**src/rtl/alu_operand_stage_pkg.sv**
```systemverilog
// alu_op_pkg: shared widths and operand-select encodings for the ID->EX operand stage
package alu_op_pkg;
    localparam int XLEN_DEF = 32;
    localparam int REGW_DEF = 5;
    localparam int NFWD_DEF = 2;
    localparam int CNTW_DEF = 16;
    typedef logic [XLEN_DEF-1:0] operand_t;
    typedef enum logic {A_RS1 = 1'b0, A_PC  = 1'b1} asel_e;
    typedef enum logic {B_RS2 = 1'b0, B_IMM = 1'b1} bsel_e;
endpackage

```
**src/rtl/alu_operand_stage_fwd_mux.sv**
```systemverilog
// fwd_mux: priority bypass of one source register from the in-flight producers
module fwd_mux
    import alu_op_pkg::*;
#(
    parameter int XLEN = XLEN_DEF,
    parameter int REGW = REGW_DEF,
    parameter int NFWD = NFWD_DEF
) (
    input  logic [REGW-1:0]      i_addr,
    input  logic [XLEN-1:0]      i_rf_data,
    input  logic [NFWD-1:0]      i_fwd_valid,
    input  logic [NFWD-1:0]      i_fwd_pend,
    input  logic [NFWD*REGW-1:0] i_fwd_addr,
    input  logic [NFWD*XLEN-1:0] i_fwd_data,
    output logic [XLEN-1:0]      o_data,
    output logic                 o_hazard
);
    // Scan oldest to youngest so the lowest matching index overrides; x0 is forced to zero
    always_comb begin
        o_data   = i_rf_data;
        o_hazard = 1'b0;
        for (int i = NFWD - 1; i >= 0; i--) begin
            if (i_fwd_valid[i] && i_fwd_addr[i*REGW +: REGW] == i_addr) begin
                o_data   = i_fwd_data[i*XLEN +: XLEN];
                o_hazard = i_fwd_pend[i];
            end
        end
        if (i_addr == '0) begin
            o_data   = '0;
            o_hazard = 1'b0;
        end
    end
endmodule

```
**src/rtl/alu_operand_stage.sv**
```systemverilog
// alu_operand_stage: registered operand select with bypass, load-use stall, flush and stall counter
module alu_operand_stage
    import alu_op_pkg::*;
#(
    parameter int XLEN = XLEN_DEF,
    parameter int REGW = REGW_DEF,
    parameter int NFWD = NFWD_DEF,
    parameter int CNTW = CNTW_DEF
) (
    input  logic                 clk,
    input  logic                 rst_n,
    input  logic                 in_valid,
    output logic                 in_ready,
    input  logic [REGW-1:0]      in_rs1_addr,
    input  logic [REGW-1:0]      in_rs2_addr,
    input  logic [XLEN-1:0]      in_rs1_data,
    input  logic [XLEN-1:0]      in_rs2_data,
    input  logic [XLEN-1:0]      in_imm,
    input  logic [XLEN-1:0]      in_pc,
    input  logic                 in_asel,
    input  logic                 in_bsel,
    input  logic [NFWD-1:0]      fwd_valid,
    input  logic [NFWD-1:0]      fwd_pend,
    input  logic [NFWD*REGW-1:0] fwd_addr,
    input  logic [NFWD*XLEN-1:0] fwd_data,
    input  logic                 flush,
    output logic                 out_valid,
    input  logic                 out_ready,
    output logic [XLEN-1:0]      out_a,
    output logic [XLEN-1:0]      out_b,
    output logic [XLEN-1:0]      out_store,
    output logic [CNTW-1:0]      stall_cnt
);
    logic [XLEN-1:0] w_rs1, w_rs2, w_a, w_b;
    logic            w_rs1_hz, w_rs2_hz, w_hazard, w_accept;
    logic            r_valid;
    logic [XLEN-1:0] r_a, r_b, r_store;
    logic [CNTW-1:0] r_cnt;

    fwd_mux #(.XLEN(XLEN), .REGW(REGW), .NFWD(NFWD)) u_fwd_rs1 (
        .i_addr(in_rs1_addr), .i_rf_data(in_rs1_data),
        .i_fwd_valid(fwd_valid), .i_fwd_pend(fwd_pend),
        .i_fwd_addr(fwd_addr), .i_fwd_data(fwd_data),
        .o_data(w_rs1), .o_hazard(w_rs1_hz)
    );

    fwd_mux #(.XLEN(XLEN), .REGW(REGW), .NFWD(NFWD)) u_fwd_rs2 (
        .i_addr(in_rs2_addr), .i_rf_data(in_rs2_data),
        .i_fwd_valid(fwd_valid), .i_fwd_pend(fwd_pend),
        .i_fwd_addr(fwd_addr), .i_fwd_data(fwd_data),
        .o_data(w_rs2), .o_hazard(w_rs2_hz)
    );

    // rs1 only matters when A uses it; rs2 always matters because it is the store data
    always_comb begin
        w_hazard = (w_rs1_hz && asel_e'(in_asel) == A_RS1) || w_rs2_hz;
        in_ready = (!r_valid || out_ready) && !w_hazard;
        w_accept = in_valid && in_ready;
        w_a      = asel_e'(in_asel) == A_PC  ? in_pc  : w_rs1;
        w_b      = bsel_e'(in_bsel) == B_IMM ? in_imm : w_rs2;
    end

    // Pipeline register: flush dominates, then accept, then consume empties the stage
    always_ff @(posedge clk or negedge rst_n) begin
        if (!rst_n) begin
            r_valid <= 1'b0;
            r_a     <= '0;
            r_b     <= '0;
            r_store <= '0;
        end else if (flush) begin
            r_valid <= 1'b0;
        end else if (w_accept) begin
            r_valid <= 1'b1;
            r_a     <= w_a;
            r_b     <= w_b;
            r_store <= w_rs2;
        end else if (out_ready) begin
            r_valid <= 1'b0;
        end
    end

    // Saturating count of cycles an instruction waits on a pending producer
    always_ff @(posedge clk or negedge rst_n) begin
        if (!rst_n)
            r_cnt <= '0;
        else if (in_valid && w_hazard && !flush && r_cnt != '1)
            r_cnt <= r_cnt + 1'b1;
    end

    assign out_valid = r_valid;
    assign out_a     = r_a;
    assign out_b     = r_b;
    assign out_store = r_store;
    assign stall_cnt = r_cnt;
endmodule

```
**config.mk**
```make
export PLATFORM = sky130hd
export DESIGN_NAME = alu_operand_stage
export DESIGN_NICKNAME = d
export VERILOG_FILES = /design/src/rtl/alu_operand_stage_pkg.sv /design/src/rtl/alu_operand_stage_fwd_mux.sv /design/src/rtl/alu_operand_stage.sv
export SDC_FILE = /design/constraint.sdc
export NUM_CORES = 1
export LEC_CHECK = 0
export ABC_AREA = 1
export CAP_MARGIN = 5
export CORE_ASPECT_RATIO = 1.2
export CORE_MARGIN = 2
export CORE_UTILIZATION = 35
export CTS_CLUSTER_DIAMETER = 30
export DETAILED_ROUTE_END_ITERATION = 10
export DONT_BUFFER_PORTS = 1
export GPL_TIMING_DRIVEN = 0
export PLACE_DENSITY = 0.54
export SLEW_MARGIN = 5
export SYNTH_ARGS = -nofsm -noshare
export SYNTH_HDL_FRONTEND = slang
export SYNTH_HIERARCHICAL = 1
export SYNTH_SLANG_ARGS = --single-unit
```
**constraint.sdc**
```tcl
create_clock -name clk -period 1.85 [get_ports clk]
set_input_delay 0.185 -clock clk [delete_from_list [all_inputs] [get_ports clk]]
set_output_delay 0.185 -clock clk [all_outputs]
set_load 0.02 [all_outputs]
```
### Yosys cells after proc, flatten, opt, wreduce, memory -nomap -nowiden

Cells that the tools add are included.

* output and inout port bits: 114
* register bits after elaboration: 113
* input port bits: 223
* logic and storage cells: 49

* bitwise operators: 2
* add/sub/neg operators: 1
* eq/ne operators: 5
* reduce and logical (&&, ||, !) cells: 19
* multiplexer cells: 17

Operators by type and width (number)
* 32-bit two-way mux: 8
* 5-bit == test: 4
* 16-bit by 1-bit adder with 16-bit output (second input constant): 1
* 16-bit != test (second input constant): 1
* 1-bit logical AND: 10
* 5-bit zero test: 2
* 1-bit two-way mux: 9
* 1-bit zero test: 3
* 3-bit nonzero test: 1
* 1-bit logical OR: 2
* 1-bit inverter: 2
* 2-bit AND reduction: 1

### Logic depth before layout (Yosys ltp)

Gate-level depths: netlist of run 1.

* depth in word-level cells: 12
* mapped depth: 16
* gate-level depth less buffers: 13

### By module

The synthesis of run 1 kept the hierarchy.

Modules (own cells, without submodules)
* alu_operand_stage: cells each 742, sequential area each 2827.7 um^2, area each 5391.4 um^2, instances 1
* fwd_mux: cells each 303, sequential area each 0.0 um^2, area each 1368.8 um^2, instances 2

### Worst setup path before layout of run 1

OpenSTA, ideal clock, no wires.

* kind: input to register
* from: in fwd_addr[3]
* to: reg r_store[10], in the netlist out_store[10]
* stages: 16
* slack: -0.238 ns
* data arrival time: 1.967 ns
* path through: inv_1 -> nand2_1 -> nand2_1 -> nor2_1 -> nand3_1 -> buf_6 -> buf_6 -> o21ai_1 -> nor2_2 -> a21o_1 -> a21oi_2 -> nand2_2 -> buf_2 -> buf_2 -> nand2_1 -> o21ai_1

* cells in the longest elaborated chain, start to end: 10
* elaborated cells on any way between the ends: 16
* those cells by class: eq/ne (2); mux (6); reduce/logical (8)

Ends and longest elaborated chain
* from (decl): RTL line alu_operand_stage.sv:24 `input logic [NFWD*REGW-1:0] fwd_addr,`
* 5-bit == test: RTL line alu_operand_stage_fwd_mux.sv:23 `if (i_fwd_valid[i] && i_fwd_addr[i*REGW +: REGW] == i_addr) begin`
* 1-bit logical AND: RTL line alu_operand_stage_fwd_mux.sv:23
* 1-bit two-way mux: RTL line alu_operand_stage_fwd_mux.sv:23
* 1-bit two-way mux: RTL line alu_operand_stage_fwd_mux.sv:28 `if (i_addr == '0) begin`
* named net w_rs1_hz: RTL line alu_operand_stage.sv:35 `logic w_rs1_hz, w_rs2_hz, w_hazard, w_accept;`
* 1-bit logical AND: RTL line alu_operand_stage.sv:56 `w_hazard = (w_rs1_hz && asel_e'(in_asel) == A_RS1) || w_rs2_hz;`
* 1-bit logical OR: RTL line alu_operand_stage.sv:56
* 1-bit zero test: RTL line alu_operand_stage.sv:57 `in_ready = (!r_valid || out_ready) && !w_hazard;`
* 1-bit logical AND: RTL line alu_operand_stage.sv:57
* named net in_ready: RTL line alu_operand_stage.sv:13 `output logic in_ready,`
* 1-bit logical AND: RTL line alu_operand_stage.sv:58 `w_accept = in_valid && in_ready;`
* 2-bit AND reduction (no source line)
* to (signal assigned): RTL line alu_operand_stage.sv:76 `r_store <= w_rs2;`
* to (decl): RTL line alu_operand_stage.sv:37 `logic [XLEN-1:0] r_a, r_b, r_store;`

The timed path passes the listed nets, and every way through them passes these cells.
A chain may end at the register's enable or synchronous reset.

### Worst setup path in the final report of run 1

* from: in in_rs1_addr[2]
* to: reg r_b[17], in the netlist out_b[17]

* cells in the longest elaborated chain, start to end: 11
* elaborated cells on any way between the ends: 14
* those cells by class: eq/ne (2); mux (3); reduce/logical (9)

Ends and longest elaborated chain
* from (decl): RTL line alu_operand_stage.sv:14 `input logic [REGW-1:0] in_rs1_addr,`
* 5-bit == test: RTL line alu_operand_stage_fwd_mux.sv:23
* 1-bit logical AND: RTL line alu_operand_stage_fwd_mux.sv:23
* 1-bit two-way mux (2 in series): RTL line alu_operand_stage_fwd_mux.sv:23
* 1-bit two-way mux *: RTL line alu_operand_stage_fwd_mux.sv:28
* named net w_rs1_hz: RTL line alu_operand_stage.sv:35
* 1-bit logical AND *: RTL line alu_operand_stage.sv:56
* 1-bit logical OR *: RTL line alu_operand_stage.sv:56
* 1-bit zero test *: RTL line alu_operand_stage.sv:57
* 1-bit logical AND *: RTL line alu_operand_stage.sv:57
* named net in_ready: RTL line alu_operand_stage.sv:13
* 1-bit logical AND *: RTL line alu_operand_stage.sv:58
* 2-bit AND reduction (no source line) *
* to (signal assigned): RTL line alu_operand_stage.sv:75 `r_b <= w_b;`
* to (decl): RTL line alu_operand_stage.sv:37

Mark *: on every way through the listed nets, which the timed path passes. The rest lies on a longest branch.

==> key figures, run 1 <==
Status
  – Status: complete, but fails checks
  – Failing checks: negative hold slack

Global routing
  – Initial antenna violation count: 0
  – Total GRT Usage: 0.270
  – Global-route wire length before repair: 49500 µm
  – Grt ovf: 0
  – Largest net degree at the start of global routing: ~110
  – Vias in the first global route: 8539

Worst setup path
  – WS Path Type: input pin to flop
  – CP max stage cell: a21o_4
  – Worst EP required: 2150 ps
  – Worst R2R Path Depth: 9
  – Crit-path most repeated cell: nand2_1
  – Critical Path End Type: flop
  – Buffer and inverter count on the worst path: 4
  – Critical path's largest stage delay: 250 ps
  – R2R setup slack: around 180 ps
  – RR Startpoint: stall_cnt[0]
  – Critical Path Fanout Max: 10
  – Reg-to-reg critical path endpoint: stall_cnt[11]
  – Crit start category: input pin
  – Critical Path AT: 2060 ps
  – CP Cell Sequence: inv_2, nand2_1, o21ai_1, nor2_1, nand3_2, buf_12, o21ai_2, nor2_2, a21o_4, a21oi_4, nand2_4, clkbuf_16, buf_6, nand2_1, nand2_1
  – Crit path max-delay family: compound AO/OA/AOI/OAI gates

Cells and area
  – Multi-input gate area: ~4400 µm²
  – Fin cells: 1767
  – Most common cell after layout, fill and taps aside: nand2_1
  – Layout Nets: 1663
  – Area growth syn-to-layout: 25.5%
  – Final instance area: 10200 µm²
  – Share of layout cells above drive strength 1: 0.121
  – Register area: roughly 2800 µm²
  – Fill count: 2518
  – Highest-count cells in the layout ignoring fill and taps: 591 x nand2_1, 143 x nor2_1, 127 x inv_1

Clock network
  – Root Buffer: clkbuf_16
  – Sink Count: 113
  – TritonCTS clock tree: yes
  – Clock latency on the worst-skew pair: 420 ps
  – CTS buffer count: 17
  – CTS Buffer Depth: 2
  – H-tree depth: 4
  – Clk pin slew, worst setup/hold paths: approximately 60 ps
  – Hold_buf cts: 59

Timing
  – Min Tclk post-route: 1750 ps
  – Hold WS: -539 ps
  – Clock Skew: between 9 and 10 ps
  – Rel. slew slack: 0.602
  – Setup TNS: 0 ps
  – Post-route clock period utilization: 0.948
  – Final setup fails: 0
  – Fmax: 570 MHz
  – Endpoints failing hold: approximately 110
  – Final slew viol count: 0
  – Measured slew at the worst slew-check pin: 597 ps

Synth
  – Post-Synthesis Cells: 1348
  – Avg Cell Area, Syn: 6.03 µm²
  – EDFF count, synth: 0
  – Async S/R FF share, synth: 1.00
  – Synthesis warning total: 6
  – Syn nets: 1572
  – Yosys cell types: 23
  – Synth Register Bits: 113
  – Prevailing post-synth register cell: dfrtp_1
  – Sequential fraction of the synthesis area: 0.348
  – Mapped cell area: 8130 µm²

Die
  – Top Ports: between 300 and 400
  – Die Area: 24500 µm²
  – Row Count: 61
  – Core Region: roughly 23000 µm²
  – Vert. Die Dim: 171 µm
  – Starting density of the core: 0.354
  – Die width: 143 µm

Route
  – Via Count: 8746
  – Post-DRT Antenna Nets: 0
  – Drt first pass iters: 5
  – Final routed DRC violation total: 0
  – Post-Route WL: roughly 33000 µm
  – WL/cell: between 15 and 20 µm
  – DRT iter0 DRCs: ~500
  – Vias per cell: 4.95

Place
  – Post-DP Area: 8700 µm²
  – Placed cells: 1663
  – DPL Wire Length: 26500 µm
  – Port-buffer cells: 0
  – Routability cong.: 0.939

Job
  – Max-Cap Viols: 0

Power and ir drop
  – Design Power: 9.59 mW
  – Leakage: 5.62 nW
  – PD cells: 941 nW/µm²
  – Max VDD drop: 0.531 mV

Worst hold path
  – Hold/Removal Path Class: input pin to asynchronous set/reset pin
-- cell usage after synthesis, drive strengths merged (2+ instances only) --
master | count | area share
nand2 | 603 | 0.28
nor2 | 166 | 0.087
inv | 147 | 0.068
dfrtp | 113 | 0.35
nand3 | 80 | 0.052
o21ai | 77 | 0.047
nand4 | 70 | 0.054
buf | 64 | 0.045
clkbuf | 16 | 0.0074
xor2 | 5 | 0.0054
nor3 | 2 | 0.0012
o21a | 2 | 0.0018
-- timing repair --
item,4_1_cts,5_1_grt
endpoints found under the hold margin,171,113
pin swaps,0,9
cloned,0,1
resized for setup,19,22
setup buffers,0,14
setup endpoints to repair,112,111
-- layout make-up --
class	instances	share of cell area
Multi-Input combinational cell	1008	0.433
Sequential cell	113	0.278
Timing Repair Buffer	74	0.0707
Inverter	147	0.0617
Buffer	78	0.0517
Clock buffer	21	0.0461
Tap cell	315	0.0386
Clock inverter	10	0.0201
Antenna cell	1	0.000245
-- how the worst max path moves through the flow --
stage / startpoint / end / depth (start not counted)
finish: in_rs1_addr[2] / out_b[17] / 15
CTS: in_rs1_addr[2] / out_a[28] / 16
floorplan: fwd_addr[2] / out_store[10] / 16
global route: in_rs1_addr[2] / out_a[23] / 15
global placement: in_rs1_addr[2] / out_b[2] / 16
detailed placement: in_rs1_addr[2] / out_b[2] / 16
-- power by group --
group | total (mW) | internal [mW] | switching (mW)
registers | 4.08 | 2.96 | 1.12
clock network | 3.78 | 2.62 | 1.16
logic | 1.73 | 0.678 | 1.06
-- metrics by stage --
| step | hold WS, ps | setup WS, ps | utilization |
|---|---|---|---|
| after detailed placement | -104 | -781 | 0.379 |
| final | -539 | 95.4 | 0.444 |
| after global routing | -556 | -12.1 | 0.444 |
| after CTS | -560 | 0.607 | 0.436 |
| after floorplan | -111 | -80.5 | - |
| after global placement | -105 | -739 | 0.379 |
-- metal layers --
layer | GRT usage | vias up | routed length (µm)
met5 | 0 | - | 0
met4 | 0.0659 | 0 | 752
met3 | 0.0946 | 44 | 3120
met2 | 0.478 | 352 | 16500
met1 | 0.311 | 4004 | 13100
li1 | - | 4346 | -
-- cell families after synthesis --
group | count (synthesis) | share of synthesized area
AOI/OAI and AO/OA | 81 | 0.0513
xor gates and xnor gates | 5 | 0.00539
adders and majority gates | 1 | 0.00154
buffers and inverters | 227 | 0.121
DFF | 113 | 0.348
and+or+nand+nor | 921 | 0.473
-- sequential cells by signal (all words and copies together), names as in the netlist --
| name | count |
|---|---|
| out_b | 32 |
| out_store | 32 |
| out_a | 32 |
| out_valid | 1 |
| stall_cnt | 16 |
-- worst register-to-register path, delay by kind of cell, from the launching register on --
kind,cells,cell delay [ps]
flip-flops,1,500
AND/OR/NAND/NOR,5,480
buffers and inverters,2,280
adder cells (fa/ha/maj),1,210
AO/OA/AOI/OAI,1,70
Power figures use the tool's default switching activity.
==> run 2, diff against run 1 <==
--- a/config.mk
+++ b/config.mk
@@ -20,3 +20,4 @@
 export SYNTH_HDL_FRONTEND = slang
 export SYNTH_HIERARCHICAL = 1
 export SYNTH_SLANG_ARGS = --single-unit
+export TNS_END_PERCENT = 100
==> results of run 2 <==
No change in the layout: final DEF, timing and power equal those of run 1.
